**config.mk**
```make
export PLATFORM = sky130hd
export DESIGN_NAME = tm_mem_arbiter
export DESIGN_NICKNAME = d
export VERILOG_FILES = /design/src/rtl/tm_mem_pkg.sv /design/src/rtl/tm_rr_pick.sv /design/src/rtl/tm_mem_arbiter.sv
export SDC_FILE = /design/constraint.sdc
export NUM_CORES = 1
export LEC_CHECK = 0
export BUFFER_PORTS_ARGS = -buffer_cell sky130_fd_sc_hd__buf_2
export CAP_MARGIN = 10
export CORE_UTILIZATION = 50
export CTS_BUF_LIST = sky130_fd_sc_hd__clkbuf_16
export DETAILED_ROUTE_END_ITERATION = 10
export HOLD_SLACK_MARGIN = 0.12
export PLACE_DENSITY_LB_ADDON = 0.15
export SLEW_MARGIN = 20
export SYNTH_ARGS = -nofsm -noshare
export SYNTH_HDL_FRONTEND = slang
export SYNTH_SLANG_ARGS = --single-unit
```
**constraint.sdc**
```tcl
create_clock -name clock -period 4.5 [get_ports clock]
set_input_delay 0.225 -clock clock [delete_from_list [all_inputs] [get_ports clock]]
set_output_delay 0.225 -clock clock [all_outputs]
set_load 0.02 [all_outputs]
```
**src/rtl/tm_mem_pkg.sv**
```systemverilog
// Shared types and default geometry for the Turing machine tape/transition memory.
// Imported by the memory arbiter and by the TuringMachine top.
package tm_mem_pkg;

    typedef enum logic {
        IDLE   = 1'b0,
        ACCESS = 1'b1
    } arb_state_t;

    localparam int TM_DW = 4;
    localparam int TM_W  = 64;
    localparam int TM_AW = $clog2(TM_W);

endpackage

```
**src/rtl/tm_rr_pick.sv**
```systemverilog
// Combinational round-robin search: first eligible requester after ptr, wrapping modulo NREQ.
// Requesters set in excl are skipped.
module tm_rr_pick #(
    parameter int NREQ = 3,
    parameter int PW   = (NREQ > 1) ? $clog2(NREQ) : 1
) (
    input  logic [NREQ-1:0] req,
    input  logic [PW-1:0]   ptr,
    input  logic [NREQ-1:0] excl,
    output logic [NREQ-1:0] onehot,
    output logic [PW-1:0]   idx,
    output logic            any
);

    logic [NREQ-1:0] elig;
    logic [PW-1:0]   cand [NREQ];

    assign elig = req & ~excl;

    // cand[k] is the requester examined at priority rank k (ptr+1 is rank 0)
    always_comb begin
        for (int k = 0; k < NREQ; k++) begin
            cand[k] = PW'((int'(ptr) + k + 1) % NREQ);
        end
    end

    always_comb begin
        onehot = '0;
        idx    = '0;
        any    = 1'b0;
        for (int k = 0; k < NREQ; k++) begin
            if (!any && elig[cand[k]]) begin
                any            = 1'b1;
                idx            = cand[k];
                onehot[cand[k]] = 1'b1;
            end
        end
    end

endmodule

```
**src/rtl/tm_mem_arbiter.sv**
```systemverilog
// Round-robin arbiter/sequencer sharing the single-port TM memory among NREQ requesters.
// Granted accesses hit the memory combinationally; read data returns one cycle later.
module tm_mem_arbiter
    import tm_mem_pkg::*;
#(
    parameter int NREQ     = 3,
    parameter int DW       = TM_DW,
    parameter int W        = TM_W,
    parameter int AW       = $clog2(W),
    parameter int MAX_HOLD = 4
) (
    input  logic               clock,
    input  logic               reset,
    input  logic [NREQ-1:0]    req,
    input  logic [NREQ-1:0]    we,
    input  logic [NREQ-1:0]    lock,
    input  logic [NREQ*AW-1:0] addr,
    input  logic [NREQ*DW-1:0] wdata,
    output logic [NREQ-1:0]    gnt,
    output logic [NREQ-1:0]    rvalid,
    output logic [DW-1:0]      rdata,
    output logic               mem_re,
    output logic               mem_we,
    output logic [AW-1:0]      mem_addr,
    output logic [DW-1:0]      mem_wdata,
    input  logic [DW-1:0]      mem_rdata,
    output logic               busy
);

    localparam int PW = (NREQ > 1) ? $clog2(NREQ) : 1;
    localparam int HW = $clog2(MAX_HOLD) + 1;
    localparam logic [HW-1:0] HOLD_LAST = HW'(MAX_HOLD - 1);

    arb_state_t      state, state_d;
    logic [PW-1:0]   owner, owner_d;
    logic [NREQ-1:0] owner_oh, owner_oh_d;
    logic [PW-1:0]   ptr, ptr_d;
    logic [HW-1:0]   hold_cnt, hold_d;

    logic [NREQ-1:0] rvalid_p1;
    logic [DW-1:0]   rdata_p1;

    logic            in_access;
    logic            own_req;
    logic            own_we;
    logic            own_lock;
    logic [AW-1:0]   own_addr;
    logic [DW-1:0]   own_wdata;
    logic            keep;

    logic [PW-1:0]   pick_ptr;
    logic [NREQ-1:0] pick_excl;
    logic [NREQ-1:0] pick_oh;
    logic [PW-1:0]   pick_idx;
    logic            pick_any;

    assign in_access = (state == ACCESS);
    assign own_req   = req[owner];
    assign own_we    = we[owner];
    assign own_lock  = lock[owner];
    assign own_addr  = addr[owner*AW +: AW];
    assign own_wdata = wdata[owner*DW +: DW];
    assign keep      = own_lock & own_req & (hold_cnt < HOLD_LAST);

    // On release the search restarts after the outgoing owner, which is itself excluded
    assign pick_ptr  = in_access ? owner : ptr;
    assign pick_excl = in_access ? owner_oh : '0;

    tm_rr_pick #(
        .NREQ (NREQ),
        .PW   (PW)
    ) u_pick (
        .req    (req),
        .ptr    (pick_ptr),
        .excl   (pick_excl),
        .onehot (pick_oh),
        .idx    (pick_idx),
        .any    (pick_any)
    );

    always_ff @(posedge clock or posedge reset) begin
        if (reset) begin
            state    <= IDLE;
            owner    <= '0;
            owner_oh <= '0;
            ptr      <= PW'(NREQ - 1);
            hold_cnt <= '0;
        end else begin
            state    <= state_d;
            owner    <= owner_d;
            owner_oh <= owner_oh_d;
            ptr      <= ptr_d;
            hold_cnt <= hold_d;
        end
    end

    always_comb begin
        state_d    = state;
        owner_d    = owner;
        owner_oh_d = owner_oh;
        ptr_d      = ptr;
        hold_d     = hold_cnt;
        case (state)
            IDLE: begin
                if (pick_any) begin
                    state_d    = ACCESS;
                    owner_d    = pick_idx;
                    owner_oh_d = pick_oh;
                end
            end
            ACCESS: begin
                if (keep) begin
                    hold_d = hold_cnt + 1'b1;
                end else begin
                    ptr_d  = owner;
                    hold_d = '0;
                    if (pick_any) begin
                        owner_d    = pick_idx;
                        owner_oh_d = pick_oh;
                    end else begin
                        state_d    = IDLE;
                        owner_oh_d = '0;
                    end
                end
            end
            default: begin
                state_d    = IDLE;
                owner_oh_d = '0;
            end
        endcase
    end

    always_comb begin
        gnt       = '0;
        busy      = 1'b0;
        mem_re    = 1'b0;
        mem_we    = 1'b0;
        mem_addr  = '0;
        mem_wdata = '0;
        if (in_access) begin
            gnt       = owner_oh;
            busy      = 1'b1;
            mem_re    = own_req & ~own_we;
            mem_we    = own_req & own_we;
            mem_addr  = own_addr;
            mem_wdata = own_wdata;
        end
    end

    // Read return stage: capture the bus at the edge closing the access cycle
    always_ff @(posedge clock or posedge reset) begin
        if (reset) begin
            rvalid_p1 <= '0;
            rdata_p1  <= '0;
        end else begin
            rvalid_p1 <= mem_re ? owner_oh : '0;
            if (mem_re) begin
                rdata_p1 <= mem_rdata;
            end
        end
    end

    assign rvalid = rvalid_p1;
    assign rdata  = rdata_p1;

endmodule

```
==> flow_metrics.py <==
metrics = {
    "outcome": {
        "outcome": "complete, no violations",
    },
    "detailed_routing": {
        "detail-route-antenna-nets": 0,
        "vias": 1458,
        "drt_wl_total_um": 3626,
        "viasPerCell": 5.673,
        "drc": 0,
        "drt_first_pass_iters": 4,
        "wl_per_cell_um": 14.11,
        "drt_iter0_markers": 33,
    },
    "synthesis": {
        "yosys_warnings": 0,
        "ys_types": 44,
        "muxShareOfSynthArea_pct": 15.74,
        "synthArstFlopShare_pct": 100.0,
        "ys_seq_area_share_pct": 31.04,
        "synth_compound_area_share_pct": 22.10,
        "synth_simple_gate_area_share_pct": 21.93,
        "netlist_area_um2": 1455,
        "syn-instance-count": 164,
        "synth_xor_area_share_pct": 0,
        "ys.flop_type": "dfrtp_1",
        "synthAdderAreaFrac_pct": 4.299,
        "synth_edf_count": 0,
        "syn_avg_cell_area_um2": 8.873,
        "synth_top_family_by_area": "compound AO/OA/AOI/OAI gates",
        "synth-seq-cells": 18,
        "synth_nets": 214,
    },
    "global_routing": {
        "grt_pass1_vias": 1420,
        "overflow": 0,
        "grtUsageTotal_pct": 24.58,
        "antenna_found_initial": 0,
        "grt_pass1_wl_um": 6154,
        "grt_max_degree": 26,
    },
    "placed_design": {
        "place_area_um2": 1780,
        "gp_congestion": 0.8883,
        "dp.cells": 252,
        "portBuffers": 67,
        "pre_cts_ws_ps": 1583,
        "dpl.hpwl_um": 2796,
    },
    "critical_path": {
        "required_ps": 4620,
        "path_class": "flop to flop",
        "crit_path_end_kind": "flop",
        "cp-start-kind": "flop",
        "cp_max_fo": 25,
        "arrival_ps": 3060,
    },
    "clocking": {
        "cts.sinks": 18,
        "h-tree-depth": 1,
        "clock_path_buffers": 2,
        "post_cts_resized": 0,
        "root_buffer": "clkbuf_16",
        "clk_pin_slew_worst_paths_ps": 50,
        "cts_tree": "done",
        "cts_buffers": 3,
        "clock_latency_ps": 250,
    },
    "sta": {
        "min_period_over_period_pct": 65.26,
        "finalHoldViolations": 0,
        "setup_viol": 0,
        "tns_ps": 0,
        "fin_worst_skew_ps": 1.516,
        "drv_slew": 0,
        "tightest_slew_ps": 772.5,
        "fin_crit_ps": 2937,
        "max_freq_mhz": 340.5,
        "rsz0062_at_grt": "false",
        "slew_headroom_pct": 48.50,
        "layout_setup_ws_ps": 1563,
    },
    "die": {
        "core-area_um2": 2758,
        "ioPinCount": 68,
        "fp.dieH_um": 55.95,
        "die-area_um2": 3130,
        "initial_core_util_pct": 52.77,
        "rows": 19,
        "die_width_um": 55.95,
    },
    "finish": {
        "design_area_um2": 1869,
        "fin_cells": 257,
        "area_delta_synth_final_pct": 28.46,
        "nNetsFinal": 277,
        "layout-drive-gt1-share_pct": 38.50,
        "n_antenna_cell": 0,
    },
    "power": {
        "p_per_area_nw_per_um2": 683.4,
        "p_leak_nw": 0.9147,
        "irDropWorstVdd_mv": 0.5041,
        "p_total_mw": 1.278,
    },
    "worst_hold_path": {
        "hold_class": "input pin to flop",
    },
    "run": {
        "maxCapViolCount": 0,
    },
}
[synthesized netlist by cell type, types with 3 or more instances]
master    number  area, um2
mux2_2         5      56.30
nand3b_1       3      22.52
mux2i_1       15      150.1
a21oi_1        3      15.01
inv_1          6      22.52
ha_1           5      62.56
and2_1        17      106.4
nor2_1        10      37.54
nand2_1       17      63.81
clkbuf_1       6      22.52
o21ai_0       17      85.08
nand2b_1       3      18.77
dfrtp_1       17      425.4
[sequential cells by signal (all words and copies together) (netlist names)]
| signal | cells |
|---|---|
| in_access | 1 |
| owner_oh | 3 |
| rdata | 4 |
| rvalid | 3 |
| owner | 2 |
| ptr | 2 |
| hold_cnt | 3 |
[cell usage in the layout (no fill, tap or decap), types with 2 or more instances in the layout]
cell type / Yosys / layout
buf_2: 2 / 67
nor3_1: 2 / 2
o21ai_0: 17 / 17
nand2_1: 17 / 17
o21ai_2: 2 / 2
ha_1: 5 / 5
mux2_2: 5 / 5
nand4b_1: 2 / 2
a21boi_1: 2 / 2
clkbuf_16: 0 / 3
and2_1: 17 / 17
a21oi_1: 3 / 3
a21bo_2: 2 / 2
mux2i_1: 15 / 15
a21oi_2: 2 / 2
dfrtp_1: 17 / 17
nand2b_1: 3 / 3
nor2_1: 10 / 10
mux2_1: 2 / 2
nand3b_1: 3 / 3
inv_1: 6 / 6
nand3_1: 2 / 2
[path summary, 6_finish.rpt]
| path | start | to | slack [ps] | depth (start not counted) |
|---|---|---|---|---|
| hold reg to reg | rdata[0]$_DFFE_PP0P_ | rdata[0]$_DFFE_PP0P_ | 500 | 1 |
| setup reg to reg | in_access$_DFF_PP0_ | owner_oh[0]$_DFFE_PP0P_ | 1560 | 8 |
| max in group asynchronous | reset | owner_oh[2]$_DFFE_PP0P_ | 3460 | 3 |
| min in group asynchronous | reset | hold_cnt[1]$_DFFE_PP0P_ | 610 | 3 |
| setup / recovery | in_access$_DFF_PP0_ | owner_oh[0]$_DFFE_PP0P_ | 1560 | 8 |
| hold / removal | mem_rdata[3] | rdata[3]$_DFFE_PP0P_ | 200 | 2 |
[kinds of logic (layout without fill, tap and decap cells)]
group / count (synthesis) / count (layout)
mux: 22 / 22
buf+inv: 16 / 78
simple gates: 61 / 61
flops: 18 / 18
compound gates: 42 / 42
fa+ha+maj: 5 / 5
[cell type report]
| cell class | count | area (um2) |
|---|---|---|
| fillers | 232 | 888.4 |
| clock inverters | 1 | 3.754 |
| flip-flops and latches | 18 | 451.7 |
| inverters | 6 | 22.52 |
| clock buffers | 3 | 75.07 |
| repair buffers | 68 | 345.3 |
| well taps | 31 | 38.79 |
| multi-input cells | 130 | 932.1 |
[critical path, stage by stage (launching register included)]
cell      delay [ps]
dfrtp_1          780
mux2i_1          370
inv_1            110
ha_1             430
or2_0            290
a21oi_2          280
nor2_1           140
a311oi_1         290
o21ai_0          120
[power by group]
part	switching, mW	total, mW	internal, mW
Combinational	0.463	0.796	0.334
Sequential	0.0818	0.300	0.218
Clock	0.0633	0.182	0.118
[repair_timing]
action | CTS | global route
hold endpoints to repair | 17 | 0
buffers inserted | 0 | 0
hold buffers | 1 | 0
[routing by layer]
layer | track usage, % | wire length, um | part of all wire, % | up-vias
li1 | - | - | - | 702
met1 | 30.47 | 1512 | 42 | 685
met2 | 43.89 | 1858 | 51 | 58
met3 | 2.093 | 161 | 4.4 | 13
met4 | 10.10 | 93 | 2.6 | 0
met5 | 0 | 0 | 0 | -
[through the flow]
step | utilization (%) | hold slack [ps]
floorplan | - | 162.8
CTS | 67.79 | 205.5
global route | 67.79 | 216.6
detailed placement | 64.56 | 352.3
global placement | 64.56 | 339.2
finish | 67.79 | 203.9
No activity file was read; power rests on OpenSTA's default activity.
